[config.mk]
export PLATFORM = sky130hd
export DESIGN_NAME = riscv_core_dpath_vec_mem_seq_flat
export DESIGN_NICKNAME = d
export VERILOG_FILES = /design/src/rtl/riscv_core_dpath_vec_mem_seq_if.sv /design/src/rtl/riscv_core_dpath_vec_mem_seq.sv /design/src/flat_wrapper.sv
export SDC_FILE = /design/constraint.sdc
export NUM_CORES = 1
export LEC_CHECK = 0
export BUFFER_PORTS_ARGS = -buffer_cell sky130_fd_sc_hd__buf_2
export CAP_MARGIN = 0
export CORE_AREA = 5 5 270 272
export DETAILED_ROUTE_END_ITERATION = 7
export DIE_AREA = 0 0 275 277
export PLACE_DENSITY_LB_ADDON = 0.08
export SLEW_MARGIN = 20
export SYNTH_ARGS = -nofsm -noshare
export SYNTH_HDL_FRONTEND = slang
export SYNTH_SLANG_ARGS = --single-unit
[constraint.sdc]
create_clock -name clk -period 5.6 [get_ports clk]
set_clock_uncertainty 0.05 [all_clocks]
set_input_delay 0.28 -clock clk [delete_from_list [all_inputs] [get_ports clk]]
set_output_delay 0.28 -clock clk [all_outputs]
set_load 0.05 [all_outputs]
[src/rtl/riscv_core_dpath_vec_mem_seq_if.sv]
// Bus bundle for the vector memory element sequencer.
//   req_*     : vector command from the register-file / ALU stage
//   memreq_*  : per-element request to the data memory port
//   memresp_* : in-order memory responses (always accepted)
//   resp_*    : packed vector result / completion back to writeback
// slave is the sequencer's view; master is the surrounding system's view.
interface riscv_core_dpath_vec_mem_seq_if #(
  parameter int unsigned NLANES = 8,
  parameter int unsigned EW     = 32,
  parameter int unsigned AW     = 32
);
  logic                   req_val;
  logic                   req_rdy;
  logic                   req_rw;
  logic [AW-1:0]          req_base;
  logic [AW-1:0]          req_stride;
  logic [3:0]             req_vl;
  logic [NLANES-1:0]      req_vm;
  logic [NLANES*EW-1:0]   req_data;

  logic                   memreq_val;
  logic                   memreq_rdy;
  logic                   memreq_rw;
  logic [AW-1:0]          memreq_addr;
  logic [EW-1:0]          memreq_data;

  logic                   memresp_val;
  logic [EW-1:0]          memresp_data;

  logic                   resp_val;
  logic                   resp_rdy;
  logic [NLANES*EW-1:0]   resp_data;

  modport slave (
    input  req_val, req_rw, req_base, req_stride, req_vl, req_vm, req_data,
    output req_rdy,
    output memreq_val, memreq_rw, memreq_addr, memreq_data,
    input  memreq_rdy,
    input  memresp_val, memresp_data,
    output resp_val, resp_data,
    input  resp_rdy
  );

  modport master (
    output req_val, req_rw, req_base, req_stride, req_vl, req_vm, req_data,
    input  req_rdy,
    input  memreq_val, memreq_rw, memreq_addr, memreq_data,
    output memreq_rdy,
    output memresp_val, memresp_data,
    input  resp_val, resp_data,
    output resp_rdy
  );
endinterface

[src/rtl/riscv_core_dpath_vec_mem_seq.sv]
// Vector load/store element sequencer.
// Takes one masked, length-limited vector memory command, issues one EW-bit memory request
// per active element (lowest index first, inactive elements skipped), and collects in-order
// responses. Loads pack response data into resp_data; stores report completion with
// resp_data = 0.
// Ports:
//   clk, reset : clock and synchronous active-high reset
//   bus        : slave modport carrying the req_*, memreq_*, memresp_* and resp_* signals
module riscv_core_dpath_vec_mem_seq #(
  parameter int unsigned NLANES = 8,
  parameter int unsigned EW     = 32,
  parameter int unsigned AW     = 32
) (
  input logic                            clk,
  input logic                            reset,
  riscv_core_dpath_vec_mem_seq_if.slave  bus
);

  localparam int unsigned IW = (NLANES > 1) ? $clog2(NLANES) : 1;

  typedef enum logic [1:0] {StIdle, StIssue, StDrain, StDone} state_e;

  state_e                 state_q, state_d;
  logic                   rw_q;
  logic [AW-1:0]          base_q, stride_q;
  logic [NLANES*EW-1:0]   data_q;
  logic [NLANES*EW-1:0]   result_q, result_d;
  // Remaining-work masks: the lowest set bit is the issue / response pointer, and the
  // popcount of resp_mask_q is the number of responses still owed.
  logic [NLANES-1:0]      issue_mask_q, issue_mask_d;
  logic [NLANES-1:0]      resp_mask_q, resp_mask_d;

  logic [3:0]             vl_eff;
  logic [NLANES-1:0]      active_mask;
  logic [IW-1:0]          issue_idx, resp_idx;
  logic                   capture, req_fire, resp_fire;

  function automatic logic [IW-1:0] lowest_set(input logic [NLANES-1:0] m);
    logic [IW-1:0] idx;
    idx = '0;
    for (int i = NLANES - 1; i >= 0; i--) begin
      if (m[i]) idx = IW'(i);
    end
    return idx;
  endfunction

  always_comb begin
    vl_eff = (bus.req_vl > 4'(NLANES)) ? 4'(NLANES) : bus.req_vl;
    for (int i = 0; i < NLANES; i++) begin
      active_mask[i] = bus.req_vm[i] && (i < int'(vl_eff));
    end
  end

  assign issue_idx = lowest_set(issue_mask_q);
  assign resp_idx  = lowest_set(resp_mask_q);

  // Outputs
  assign bus.req_rdy     = (state_q == StIdle) && !reset;
  assign bus.memreq_val  = (state_q == StIssue);
  assign bus.memreq_rw   = bus.memreq_val && rw_q;
  assign bus.memreq_addr = bus.memreq_val ? (base_q + AW'(issue_idx) * stride_q) : '0;
  assign bus.memreq_data = (bus.memreq_val && rw_q) ? data_q[32'(issue_idx) * EW +: EW] : '0;
  assign bus.resp_val    = (state_q == StDone);
  assign bus.resp_data   = result_q;

  assign capture   = (state_q == StIdle) && bus.req_val && !reset;
  assign req_fire  = bus.memreq_val && bus.memreq_rdy;
  // Responses only count while a command is in flight; strays in IDLE/DONE are dropped.
  assign resp_fire = bus.memresp_val && (resp_mask_q != '0) &&
                     ((state_q == StIssue) || (state_q == StDrain));

  always_comb begin
    state_d      = state_q;
    issue_mask_d = issue_mask_q;
    resp_mask_d  = resp_mask_q;
    result_d     = result_q;

    if (resp_fire) begin
      resp_mask_d[resp_idx] = 1'b0;
      if (!rw_q) result_d[32'(resp_idx) * EW +: EW] = bus.memresp_data;
    end
    if (req_fire) begin
      issue_mask_d[issue_idx] = 1'b0;
    end

    unique case (state_q)
      StIdle: begin
        if (capture) begin
          issue_mask_d = active_mask;
          resp_mask_d  = active_mask;
          result_d     = '0;
          state_d      = (active_mask != '0) ? StIssue : StDone;
        end
      end
      StIssue: begin
        // A same-cycle response to the final request can close the command immediately.
        if (req_fire && (issue_mask_d == '0)) begin
          state_d = (resp_mask_d == '0) ? StDone : StDrain;
        end
      end
      StDrain: begin
        if (resp_mask_d == '0) state_d = StDone;
      end
      StDone: begin
        if (bus.resp_rdy) state_d = StIdle;
      end
      default: state_d = StIdle;
    endcase
  end

  always_ff @(posedge clk) begin
    if (reset) begin
      state_q      <= StIdle;
      rw_q         <= 1'b0;
      base_q       <= '0;
      stride_q     <= '0;
      data_q       <= '0;
      result_q     <= '0;
      issue_mask_q <= '0;
      resp_mask_q  <= '0;
    end else begin
      state_q      <= state_d;
      result_q     <= result_d;
      issue_mask_q <= issue_mask_d;
      resp_mask_q  <= resp_mask_d;
      if (capture) begin
        rw_q     <= bus.req_rw;
        base_q   <= bus.req_base;
        stride_q <= bus.req_stride;
        data_q   <= bus.req_data;
      end
    end
  end

endmodule

[src/flat_wrapper.sv]
// flat-port wrapper written by rule: the top's interface ports become plain ports
module riscv_core_dpath_vec_mem_seq_flat 
#(
  parameter int unsigned NLANES = 8,
  parameter int unsigned EW     = 32,
  parameter int unsigned AW     = 32
)
  (clk, reset, bus_req_val, bus_req_rw, bus_req_base, bus_req_stride, bus_req_vl, bus_req_vm, bus_req_data, bus_req_rdy, bus_memreq_val, bus_memreq_rw, bus_memreq_addr, bus_memreq_data, bus_memreq_rdy, bus_memresp_val, bus_memresp_data, bus_resp_val, bus_resp_data, bus_resp_rdy);
  riscv_core_dpath_vec_mem_seq_if #(.NLANES(NLANES), .EW(EW), .AW(AW)) bus_i ();
  input logic clk;
  input logic reset;
  input wire logic [$bits(bus_i.req_val)-1:0] bus_req_val;
  input wire logic [$bits(bus_i.req_rw)-1:0] bus_req_rw;
  input wire logic [$bits(bus_i.req_base)-1:0] bus_req_base;
  input wire logic [$bits(bus_i.req_stride)-1:0] bus_req_stride;
  input wire logic [$bits(bus_i.req_vl)-1:0] bus_req_vl;
  input wire logic [$bits(bus_i.req_vm)-1:0] bus_req_vm;
  input wire logic [$bits(bus_i.req_data)-1:0] bus_req_data;
  output wire logic [$bits(bus_i.req_rdy)-1:0] bus_req_rdy;
  output wire logic [$bits(bus_i.memreq_val)-1:0] bus_memreq_val;
  output wire logic [$bits(bus_i.memreq_rw)-1:0] bus_memreq_rw;
  output wire logic [$bits(bus_i.memreq_addr)-1:0] bus_memreq_addr;
  output wire logic [$bits(bus_i.memreq_data)-1:0] bus_memreq_data;
  input wire logic [$bits(bus_i.memreq_rdy)-1:0] bus_memreq_rdy;
  input wire logic [$bits(bus_i.memresp_val)-1:0] bus_memresp_val;
  input wire logic [$bits(bus_i.memresp_data)-1:0] bus_memresp_data;
  output wire logic [$bits(bus_i.resp_val)-1:0] bus_resp_val;
  output wire logic [$bits(bus_i.resp_data)-1:0] bus_resp_data;
  input wire logic [$bits(bus_i.resp_rdy)-1:0] bus_resp_rdy;
  assign bus_i.req_val = bus_req_val;
  assign bus_i.req_rw = bus_req_rw;
  assign bus_i.req_base = bus_req_base;
  assign bus_i.req_stride = bus_req_stride;
  assign bus_i.req_vl = bus_req_vl;
  assign bus_i.req_vm = bus_req_vm;
  assign bus_i.req_data = bus_req_data;
  assign bus_req_rdy = bus_i.req_rdy;
  assign bus_memreq_val = bus_i.memreq_val;
  assign bus_memreq_rw = bus_i.memreq_rw;
  assign bus_memreq_addr = bus_i.memreq_addr;
  assign bus_memreq_data = bus_i.memreq_data;
  assign bus_i.memreq_rdy = bus_memreq_rdy;
  assign bus_i.memresp_val = bus_memresp_val;
  assign bus_i.memresp_data = bus_memresp_data;
  assign bus_resp_val = bus_i.resp_val;
  assign bus_resp_data = bus_i.resp_data;
  assign bus_i.resp_rdy = bus_resp_rdy;
  riscv_core_dpath_vec_mem_seq #(.NLANES(NLANES), .EW(EW), .AW(AW)) u_core (.clk(clk), .reset(reset), .bus(bus_i));
endmodule
Yosys cells after proc, flatten, opt, wreduce, memory -nomap -nowiden --
Index checks and enable logic that the tools add are counted. W data, S select, Z words.
Word-level totals: register bits after elaboration 595, word-level logic and storage cells 105, input bits 371, output and inout bits 324
Cells by class: add/subtract/negate cells 2, multiply operators 1, mux-type cells 41, reduce and logical (&&, ||, !) cells 26, shift operators 3, bitwise logic cells 4, eq/ne operators 7, $lt $le $gt $ge 13
Operator list (number):
- $mux W256 | 4
- $bwmux W256 | 1
- $shift A32 B34 Y256 const A | 1
- $shiftx A256 B9 Y32 | 1
- $shiftx A32 B34 Y256 | 1
- $mux W32 | 2
- $mux W3 | 16
- $mux W8 | 6
- $neg A8 Y34 | 1
- $add A32 B32 Y32 | 1
- $mul A3 B32 Y32 | 1
- $logic_and A1 B1 Y1 | 18
- $and A8 B8 Y8 | 2
- $logic_not A8 Y1 | 2
- $lt A3 B4 Y1 const A | 4
- $not A8 Y8 | 2
- $reduce_bool A8 Y1 | 2
- $mux W2 | 5
- $lt A1 B4 Y1 const A | 2
- $lt A2 B4 Y1 const A | 2
- $lt A3 B4 Y1 const B | 2
- $pmux W2 S4 | 1
- $demux W1 S3 | 2
- $ge A3 B1 Y1 const B | 2
- other kinds (11) | 16

Longest topological paths before layout --
Gate-level depths: netlist of the first run.
depth in word-level cells 19, depth in mapped cells 20, depth with buffers taken out 17

Worst setup path before layout of the first run --
No wires, ideal clock.
kind flip-flop to output port, start reg u_core.issue_mask_q[3], end out bus_memreq_addr[28], path buffers 3, data arrival time 5.086 ns, setup slack 0.184 ns, data required time 5.270 ns, cell stages (with the launch flop) 20, cell sequence dfxtp_1 > nor2b_1 > a211oi_2 > o21ba_1 > buf_4 > clkbuf_1 > buf_2 > nand2_1 > fa_1 > fa_1 > inv_1 > ha_1 > a21o_1 > nand4_1 > a211oi_2 > o2111ai_1 > a21boi_1 > o21a_1 > o31ai_1 > mux2i_1
On the way: word-level cells in the longest chain between the ends 7
Ends and longest elaborated chain:
- from (decl) | RTL line riscv_core_dpath_vec_mem_seq.sv:30 | logic [NLANES-1:0] issue_mask_q, issue_mask_d;
- from (signal assigned) | RTL line riscv_core_dpath_vec_mem_seq.sv:124 | issue_mask_q <= issue_mask_d;
- $mux W3 (4 in a row) | RTL line riscv_core_dpath_vec_mem_seq.sv:42 | if (m[i]) idx = IW'(i);
- $mul A3 B32 Y32 | RTL line riscv_core_dpath_vec_mem_seq.sv:61 | assign bus.memreq_addr = bus.memreq_val ? (base_q + AW'(issue_idx) * stride_q) : '0;
- $add A32 B32 Y32 | RTL line riscv_core_dpath_vec_mem_seq.sv:61
- $mux W32 | RTL line riscv_core_dpath_vec_mem_seq.sv:61
- to (decl) | RTL line flat_wrapper.sv:22 | output wire logic [$bits(bus_i.memreq_addr)-1:0] bus_memreq_addr;
No other way between the ends.

Worst setup path in the final report of the first run --
start reg u_core.issue_mask_q[4], end out bus_memreq_addr[23]
On the way: word-level cells in the longest chain between the ends 8
Ends and longest elaborated chain (RTL line):
- $mux W3 (5 in a row) | riscv_core_dpath_vec_mem_seq.sv:42
- $mul A3 B32 Y32 | riscv_core_dpath_vec_mem_seq.sv:61
- $add A32 B32 Y32 | riscv_core_dpath_vec_mem_seq.sv:61
- $mux W32 | riscv_core_dpath_vec_mem_seq.sv:61
No other way between the ends.

==> results.md, run 1 <==
- RD Place Congestion: 0.9051
- Run status: finished clean
- VDD IR max: 0.2458 mV
- Slowest stage delay, CP: 0.54 ns
- CP Class: reg2out
- Cell Rows: 98
- DR top layer: met5
- R2r setup slk: 1.93 ns
- Gr ovfl total: 0
- Worst Setup Start Kind: flip-flop
- Met1 wire length: 41.00 mm
- Die ar.: 76,180 µm²
- Met3 WL post-DR: 6.693 mm
- Crit end category: output port
- Commonest non-fill, non-tap cell in the layout: buf_2
- GRT Total Usage: 25.65%
- WL met2: 49.87 mm
- Clk Latency, worst-skew pair: 0.60 ns
- Hold endpoint: u_core.issue_mask_q[3]$_SDFF_PP0_
- Switching Fraction: 34.98%
- Wire length per cell: 21.07 µm
- Layout cell share with drive strength beyond 1: 24.47%
- Final Hold Vio Count: 0
- Max-Cap Viols: 0
- Cell Area, Placed: 30,000 µm²
- Worst setup margin: 0.1604 ns
- Pleak: 0.01629 µW
- Synth area leader: dfxtp_1
- Yosys top cell area share: 46.08%
- Clock sinks: 595
- Filler cell count: 6,587
- Synth async-reset ratio: 0%
- Vias per cell: 5.137
- Post-synthesis sequential area ratio: 46.08%
- CTS tree: yes
- Relative slew slack: 25.39%
- Vias: 24,922
- Synth Instances: 2,888
- Worst-margin pin slew: 1.119 ns
- DRT iter0 DRCs: 1,788
- F_max: 183.8 MHz
- Fin nets: 4,304
- Post-Syn Area: 25,850 µm²
- Global-route wire length before repair: 153.5 mm
- Routed wire length: 102.2 mm
- Core Footprint: 70,510 µm²
- Worst path arrival time: 5.11 ns
- Num CTS Buffers: 69
- Mean post-synth cell area: 8.951 µm²
- Tmin final: 5.440 ns
- Final setup vio count: 0
- P_int: 8652 µW
- Largest net degree at the start of global routing: 185
- Psw: 4655 µW
- Place WS: 0.1530 ns
- Clock share of power: 33.4%
- Die W: 275 µm
- Most frequent cells in the layout: buf_2 (684), dfxtp_1 (587), dlygate4sd3_1 (361), nand2_1 (298), a22o_1 (293)
- Yosys synthesis warning count: 0
- Final Util: 51.77%
- Initial Util: 36.66%
- Post-synth top flop: dfxtp_1
- Post-synth EDFFs: 0
- DP Cell Count: 4,330
- Die height: 277 µm
- Finished Layout Cells: 4,851
- Worst R2R Path Depth: 11
- Number of remaining DRC errors: 0
- Combinational share of power: 29.6%
- Clock buffer depth: 3
- Crit path buffers/inverters: 5
- Hold WC Path Type: in2reg
- R2R Path End: u_core.bus.resp_data[125]$_SDFF_PP0_
- DP HPWL: 72.67 mm
- Synthesized net count: 3,358
- Period Utilization, post-route: 97.14%
- Worst r2r src: u_core.resp_mask_q[7]$_SDFF_PP0_
- CP delay by family, top: adder cells
- Slew Limit Fails: 0
- Sequential share of power: 37.0%
- Clock-pin slew on the worst setup and hold paths: 0.06 ns
- Yosys cell types: 70
- PwrDens: 364.5 nW/µm²
- Port bufs: 694
- Critical Path RT: 5.27 ns
- H-tree depth: 3
- DR pass1 iterations: 5
- Routed Antenna Nets: 0
- Crit path cell chain: nor2b_4 > a211oi_4 > o21ba_4 > buf_4 > and2_1 > fa_1 > inv_1 > fa_1 > inv_1 > ha_4 > and3_4 > and3b_2 > a31oi_2 > a31oi_2 > a311oi_2 > buf_4 > or3_1 > a21boi_2 > buf_6
- Flop and latch count out of synthesis: 595
- Crit Path Max Fanout: 8
- Post-Layout Inst Area: 36,500 µm²
- Initial antenna violation count: 26
- Area Overhead vs Synth: 41.21%
- Worst path slowest cell: fa_1
- Top cells by area, synth: dfxtp_1 (46%), a22o_1 (9.9%), fa_1 (4.6%), a21oi_1 (4.5%), nand2_1 (4.3%)
- Min-Delay Path Depth: 2
- Root buffer cell: clkbuf_16
- Ports: 695
- Vias in the first global route: 25,240
- Hold path start: reset
stage by stage:
step                hold WS [ns]  power (µW)  setup TNS [ns]
finish                   0.04808       13310               0
global route             0.03179       13980         -0.1300
CTS                     0.001992       13350               0
detailed placement        0.3925        8591               0
global placement          0.3881        8546               0
floorplan                 0.3386        7359               0
worst max path at each step:
stage	startpoint	to	slack, ns	cells after the start
4_1_cts	u_core.issue_mask_q[7]$_SDFF_PP0_	bus_memreq_addr[23]	0.003	19
6_report	u_core.issue_mask_q[4]$_SDFF_PP0_	bus_memreq_addr[23]	0.16	19
2_1_floorplan	u_core.issue_mask_q[3]$_SDFF_PP0_	bus_memreq_addr[28]	0.18	19
3_3_place_gp	u_core.issue_mask_q[3]$_SDFF_PP0_	bus_memreq_addr[31]	0.24	18
3_5_place_dp	u_core.issue_mask_q[3]$_SDFF_PP0_	bus_memreq_addr[31]	0.15	18
5_1_grt	u_core.issue_mask_q[4]$_SDFF_PP0_	bus_memreq_addr[31]	-0.04	19
area by class of cell:
| type | instances | area, µm² | share of cell area (%) |
|---|---|---|---|
| Clock buffer | 109 | 2087 | 5.717 |
| Sequential cell | 595 | 11930 | 32.69 |
| Antenna cell | 15 | 37.54 | 0.1028 |
| Timing Repair Buffer | 1116 | 7684 | 21.05 |
| Multi-Input combinational cell | 1899 | 12840 | 35.18 |
| Clock inverter | 14 | 157.7 | 0.4319 |
| Tap cell | 950 | 1189 | 3.256 |
| Inverter | 153 | 574.3 | 1.573 |
cell families (layout without fill, tap and decap cells):
logic type	Yosys count	in the layout	synth area share [%]
XOR/XNOR	24	24	0.8132
AO/OA/AOI/OAI	725	726	19.77
multiplexers	99	99	3.833
adder cells (fa/ha/maj)	102	102	6.626
flip-flops	595	595	46.08
buffers and inverters	395	1392	5.997
AND/OR/NAND/NOR	948	948	16.88
other	0	15	0
timing repair:
item,CTS,global route
pin swaps,14,20
gates cloned,1,0
endpoints found under the hold margin,525,0
hold buffers,361,0
gates resized for setup,45,50
buffers inserted,9,13
setup endpoints to repair,17,17
Yosys cell counts (9+ instances only):
library cell,instances
nand2b_1,14
a22o_1,293
fa_1,59
buf_2,33
o21ai_0,50
xnor2_1,16
nor2_1,285
nor2b_1,10
a21o_1,13
nor4_1,34
buf_1,9
nor3_1,40
o211ai_1,10
inv_1,153
nand2_1,299
and2_1,111
ha_1,40
a21oi_1,235
mux2i_1,99
o22ai_1,69
dfxtp_1,595
clkbuf_1,193
nand3_1,111
power groups by stage:
stage / Clock, µW / Combinational, µW / Sequential [µW]
4_1_cts: 4560 / 3890 / 4910
3_5_place_dp: 0 / 3600 / 4990
6_report: 4450 / 3940 / 4920
2_1_floorplan: 0 / 2430 / 4930
5_1_grt: 4740 / 4280 / 4960
3_3_place_gp: 0 / 3570 / 4980
state kept, by name (all words and copies together), names as in the netlist:
register,count
u_core.issue_mask_q,8
u_core.rw_q,1
u_core.base_q,32
u_core.resp_mask_q,8
u_core.state_q,2
u_core.bus.resp_data,256
u_core.data_q,256
u_core.stride_q,32
routing by layer:
layer | track usage [%] | vias to the layer above
met3 | 5.909 | 230
met4 | 10.75 | 26
met5 | 0 | -
met1 | 30.87 | 11932
li1 | - | 11903
met2 | 43.94 | 831
Power figures use the tool's default switching activity.
==> run 2, diff against run 1 <==
Settings changed: CAP_MARGIN 0 to 30, HOLD_SLACK_MARGIN from default to 0.12.
==> run 2 against run 1 <==
Net effect:
- fmax decreased by 0.45%
- design area about the same
- critical path depth unchanged
- wire length increased by 0.84%
- clock-buffer cell count decreased by 9
==> results.md, run 2 (synthesis gave the netlist of run 1 again) <==
- Run status: finished clean
- Worst r2r src: u_core.resp_mask_q[7]$_SDFF_PP0_
- Final Util: 51.82%
- Most frequent cells in the layout: buf_2 (687), dfxtp_1 (587), dlygate4sd3_1 (370), nand2_1 (298), a22o_1 (293)
- Wire length per cell: 21.25 µm
- Largest net degree at the start of global routing: 185
- DP HPWL: 72.74 mm
- RSZ-0062 raised after global routing: true
- Vias in the first global route: 25,192
- CTS tree: yes
- Initial antenna violation count: 23
- Period Utilization, post-route: 97.58%
- Vias per cell: 5.154
- Sequential share of power: 36.7%
- Routed wire length: 103.0 mm
- R2R Path End: u_core.bus.resp_data[111]$_SDFF_PP0_
- Ports: 695
- R2r setup slk: 1.87 ns
- CP Capture Point: bus_memreq_addr[29]
- Clock-pin slew on the worst setup and hold paths: 0.06 ns
- Core Footprint: 70,510 µm²
- Area Overhead vs Synth: 41.34%
- Slew Limit Fails: 0
- VDD IR max: 0.2251 mV
- Combinational share of power: 29.5%
- Num CTS Buffers: 69
- DRT iter0 DRCs: 1,900
- Root buffer cell: clkbuf_16
- F_max: 183.0 MHz
- Die W: 275 µm
- Layout cell share with drive strength beyond 1: 24.26%
- Critical Path RT: 5.27 ns
- Crit end category: output port
- PwrDens: 366.8 nW/µm²
- Hold WS: 0.1684 ns
- Worst R2R Path Depth: 11
- Clock buffer depth: 3
- H-tree depth: 3
- Final Hold Vio Count: 0
- Port bufs: 694
- Global-route wire length before repair: 153.4 mm
- CP Class: reg2out
- Number of remaining DRC errors: 0
- Commonest non-fill, non-tap cell in the layout: buf_2
- GRT Total Usage: 25.59%
- Relative slew slack: 32.79%
- Initial Util: 36.66%
- Fin nets: 4,305
- Clock share of power: 33.8%
- Clock sinks: 595
- Cell Rows: 98
- Max-Cap Viols: 0
- Psw: 4672 µW
- Routed Antenna Nets: 0
- Final setup vio count: 0
- RD Place Congestion: 0.9051
- Tmin final: 5.464 ns
- Gr ovfl total: 0
- Worst-margin pin slew: 1.008 ns
- Clk Latency, worst-skew pair: 0.60 ns
- P_int: 8731 µW
- Die height: 277 µm
- Worst Setup Start Kind: flip-flop
- Die ar.: 76,180 µm²
- Worst path arrival time: 5.13 ns
- Hold WC Path Type: in2reg
- Switching Fraction: 34.86%
- Worst Setup SP: u_core.issue_mask_q[5]$_SDFF_PP0_
- Pleak: 0.01632 µW
- DR pass1 iterations: 5
- Filler cell count: 6,619
- Vias: 24,996
- Crit Path Max Fanout: 10
-- run 2: final cells by class --
type                            instances  area [µm²]  area share, %
Sequential cell                       595       11930          32.66
Tap cell                              950        1189          3.253
Clock inverter                         19       244.0         0.6678
Inverter                              153       574.3          1.572
Antenna cell                           17       42.54         0.1164
Multi-Input combinational cell       1900       12840          35.14
Timing Repair Buffer                 1116        7691          21.05
Clock buffer                          100        2026          5.545
-- run 2: worst max-delay path, stage by stage (launching register included) --
cell,delay (ns)
dfxtp_4,0.38
nor2_2,0.17
a211oi_4,0.10
buf_4,0.17
o21ba_4,0.24
and2_1,0.19
fa_1,0.54
inv_1,0.05
fa_1,0.47
inv_1,0.04
ha_2,0.37
o21a_1,0.17
o21ai_0,0.28
nand3_2,0.21
buf_4,0.14
nand3_1,0.19
a31oi_1,0.26
xor2_1,0.17
and2_1,0.16
clkbuf_4,0.23
-- run 2: worst min-delay path by stage --
stage	startpoint	endpoint	slack, ns	cells after the start
floorplan	bus_req_base[10]	u_core.base_q[10]$_SDFFE_PP0P_	0.34	2
global placement	u_core.bus.resp_data[133]$_SDFF_PP0_	u_core.bus.resp_data[133]$_SDFF_PP0_	0.39	2
detailed placement	u_core.bus.resp_data[210]$_SDFF_PP0_	u_core.bus.resp_data[210]$_SDFF_PP0_	0.39	2
CTS	bus_req_vl[1]	u_core.resp_mask_q[5]$_SDFF_PP0_	0.12	5
global route	bus_memresp_val	u_core.resp_mask_q[0]$_SDFF_PP0_	0.20	4
finish	bus_req_vl[3]	u_core.resp_mask_q[5]$_SDFF_PP0_	0.17	5
-- run 2: power groups by stage --
stage                     clock network, µW  logic, µW  registers [µW]
after global placement                    0       3570            4980
after CTS                              4650       3890            4910
after global routing                   4830       4280            4960
after detailed placement                  0       3610            4990
after floorplan                           0       2430            4930
final                                  4530       3950            4920
-- run 2: metrics by stage --
stage / std cells / setup TNS (ns) / instance area (µm²) / setup WS [ns] / total power (µW)
3_5_place_dp: 4332 / 0 / 30030 / 0.1408 / 8601
6_report: 4850 / 0 / 36540 / 0.1356 / 13400
2_1_floorplan: 2888 / 0 / 25850 / 0.1843 / 7359
3_3_place_gp: 4330 / 0 / 30000 / 0.2351 / 8546
5_1_grt: 4841 / -0.2275 / 36510 / -0.08260 / 14060
4_1_cts: 4827 / 0 / 36170 / 0.002000 / 13450
-- run 2: repair_timing --
item / CTS / global route
setup buffers: 5 / 4
endpoints found under the hold margin: 595 / 0
hold buffers: 370 / 0
pin swaps: 9 / 15
cloned: 1 / 2
endpoints found under the setup margin: 16 / 17
gates resized for setup: 32 / 60
-- run 2: metal layers --
layer	global-route usage [%]	up-vias	share of wire (%)
met2	44.18	850	49
met1	30.89	12031	40
li1	-	11888	-
met5	0	-	0.097
met3	5.623	207	6.9
met4	10.21	20	4.1
==> run 3, diff against run 2 <==
Settings changed: BUFFER_PORTS_ARGS -buffer_cell sky130_fd_sc_hd__buf_2 to -buffer_cell sky130_fd_sc_hd__clkbuf_2.
==> run 3 against run 2 <==
Net effect:
- clock power is 4% higher
- power is 1.7% higher
- wire length is 1.2% lower
- via count is 0.24% higher
- critical path type unchanged
- critical endpoint is now bus_memreq_addr[31]
- largest power group unchanged
- highest routed layer unchanged
==> results.md, run 3 (synthesis gave the netlist of run 1 again) <==
- Initial antenna violation count: 29
- Post-Layout Inst Area: 36,760 µm²
- Routed wire length: 101.8 mm
- Root buffer cell: clkbuf_16
- Cell Rows: 98
- Crit end category: output port
- Clk Latency, worst-skew pair: 0.61 ns
- Worst path arrival time: 5.13 ns
- Final setup vio count: 0
- Worst r2r src: u_core.resp_mask_q[7]$_SDFF_PP0_
- Port bufs: 694
- Core Footprint: 70,510 µm²
- Pleak: 0.01622 µW
- GRT Total Usage: 25.37%
- VDD IR max: 0.2392 mV
- Area Overhead vs Synth: 42.22%
- H-tree depth: 3
- Max-Cap Viols: 0
- Worst Setup SP: u_core.issue_mask_q[4]$_SDFF_PP0_
- Most frequent cells in the layout: clkbuf_2 (682), dfxtp_1 (587), dlygate4sd3_1 (371), nand2_1 (298), a22o_1 (293)
- Crit Path Max Fanout: 7
- Vias in the first global route: 25,350
- Vias: 25,057
- DP Cell Count: 4,334
- CP Class: reg2out
- Filler cell count: 6,590
- Worst-margin pin slew: 1.084 ns
- Layout cell share with drive strength beyond 1: 24.33%
- Tmin final: 5.462 ns
- DRT iter0 DRCs: 1,708
- Fin Setup TNS: 0 ns
- Cell Area, Placed: 30,210 µm²
- RSZ-0062 raised after global routing: true
- Crit path cell chain: nor2b_4 > a211oi_4 > o21ba_4 > and2_1 > fa_1 > inv_1 > fa_1 > inv_1 > ha_1 > a21o_1 > or3_1 > o21bai_4 > nand3_1 > a311oi_2 > o31ai_2 > xnor2_1 > and2_4 > buf_12
- Global-route wire length before repair: 152.1 mm
- Gr ovfl total: 0
- Number of remaining DRC errors: 0
- Die height: 277 µm
- Fin nets: 4,310
- Routed Antenna Nets: 0
- DP HPWL: 72.97 mm
- F_max: 183.1 MHz
- Initial Util: 36.66%
- Period Utilization, post-route: 97.53%
- CP delay by family, top: adder cells
- Hold path start: bus_req_vl[0]
- Clock sinks: 595
- Worst path slowest cell: fa_1
- Vias per cell: 5.155
- DR pass1 iterations: 7
- Slew Limit Fails: 0
- Critical Path RT: 5.27 ns
- Clock buffer depth: 3
- Commonest non-fill, non-tap cell in the layout: clkbuf_2
- Finished Layout Cells: 4,861
- Hold WC Path Type: in2reg
- Crit path buffers/inverters: 3
- RD Place Congestion: 0.8833
- Clock-pin slew on the worst setup and hold paths: 0.06 ns
- Die W: 275 µm
- Wire length per cell: 20.94 µm
- Largest net degree at the start of global routing: 207
- CTS tree: yes
- Final Hold Vio Count: 0
- Worst Setup Start Kind: flip-flop
- Die ar.: 76,180 µm²
- Relative slew slack: 27.75%
- Slowest stage delay, CP: 0.53 ns
- PwrDens: 370.7 nW/µm²
- Run status: finished clean
- Ports: 695
- Num CTS Buffers: 69
run 3: changes by cell type in the layout (fill, tap and decap cells not counted), moves of 3 or more:
cell,previous run,this run
clkinvlp_4,3,0
clkbuf_4,4,0
buf_12,7,15
clkbuf_8,14,20
ha_4,5,2
clkbuf_2,0,682
buf_2,687,2
run 3: final timing paths:
| path | slack (ns) | cells past startpoint | to |
|---|---|---|---|
| setup / recovery | 0.14 | 18 | bus_memreq_addr[31] |
| hold / removal | 0.15 | 4 | u_core.issue_mask_q[2]$_SDFF_PP0_ |
| setup reg to reg | 1.83 | 11 | u_core.bus.resp_data[126]$_SDFF_PP0_ |
| hold reg to reg | 0.40 | 2 | u_core.bus.resp_data[133]$_SDFF_PP0_ |
run 3: per-stage QoR:
stage	hold WS [ns]	power, µW	setup WS (ns)	utilization [%]
finish	0.1504	13630	0.1385	52.14
global route	0.1814	14280	-0.05298	52.12
CTS	0.1210	13680	-0.001307	51.73
detailed placement	0.3937	8668	0.2421	42.85
global placement	0.3906	8596	0.2937	42.76
floorplan	0.3386	7359	0.1843	-
run 3: cell type report:
cell class / instances / area, µm² / share of cell area (%)
Multi-Input combinational cell: 1899 / 12740 / 34.65
Sequential cell: 595 / 11930 / 32.45
Timing Repair Buffer: 1122 / 7885 / 21.45
Clock buffer: 103 / 2087 / 5.677
Tap cell: 950 / 1189 / 3.233
Inverter: 153 / 574.3 / 1.562
Clock inverter: 21 / 314.1 / 0.8542
Antenna cell: 18 / 45.04 / 0.1225
run 3: timing repair:
item,4_1_cts,5_1_grt
setup buffers,5,7
pin swaps,8,17
cloned,0,2
gates resized for setup,27,45
endpoints found under the hold margin,592,0
hold buffers,371,0
setup endpoints to repair,16,18
run 3: routing by layer:
| metal | track usage [%] | wire length [µm] | up-vias | part of all wire, % |
|---|---|---|---|---|
| li1 | - | - | 11916 | - |
| met1 | 30.46 | 40590 | 12091 | 40 |
| met2 | 44.33 | 50320 | 825 | 49 |
| met3 | 5.328 | 6660 | 205 | 6.5 |
| met4 | 9.820 | 4087 | 20 | 4.0 |
| met5 | 0 | 120 | - | 0.12 |
run 3: worst reg2reg max path: stages (launching register included):
cell and delay [ns]:
dfxtp_1 0.41, a21oi_1 0.11, o41ai_2 0.27, inv_1 0.14, ha_1 0.22, ha_1 0.30
a2111oi_4 0.39, nand2_1 0.27, nor2_4 0.63, buf_4 0.49, mux2i_1 0.30, nor2_1 0.05
run 3: power breakdown:
part           leakage, µW  switching [µW]  internal, µW
logic               0.0102            2540          1440
clock network      0.00118            1890          2830
registers          0.00485             267          4650
total               0.0162            4700          8930
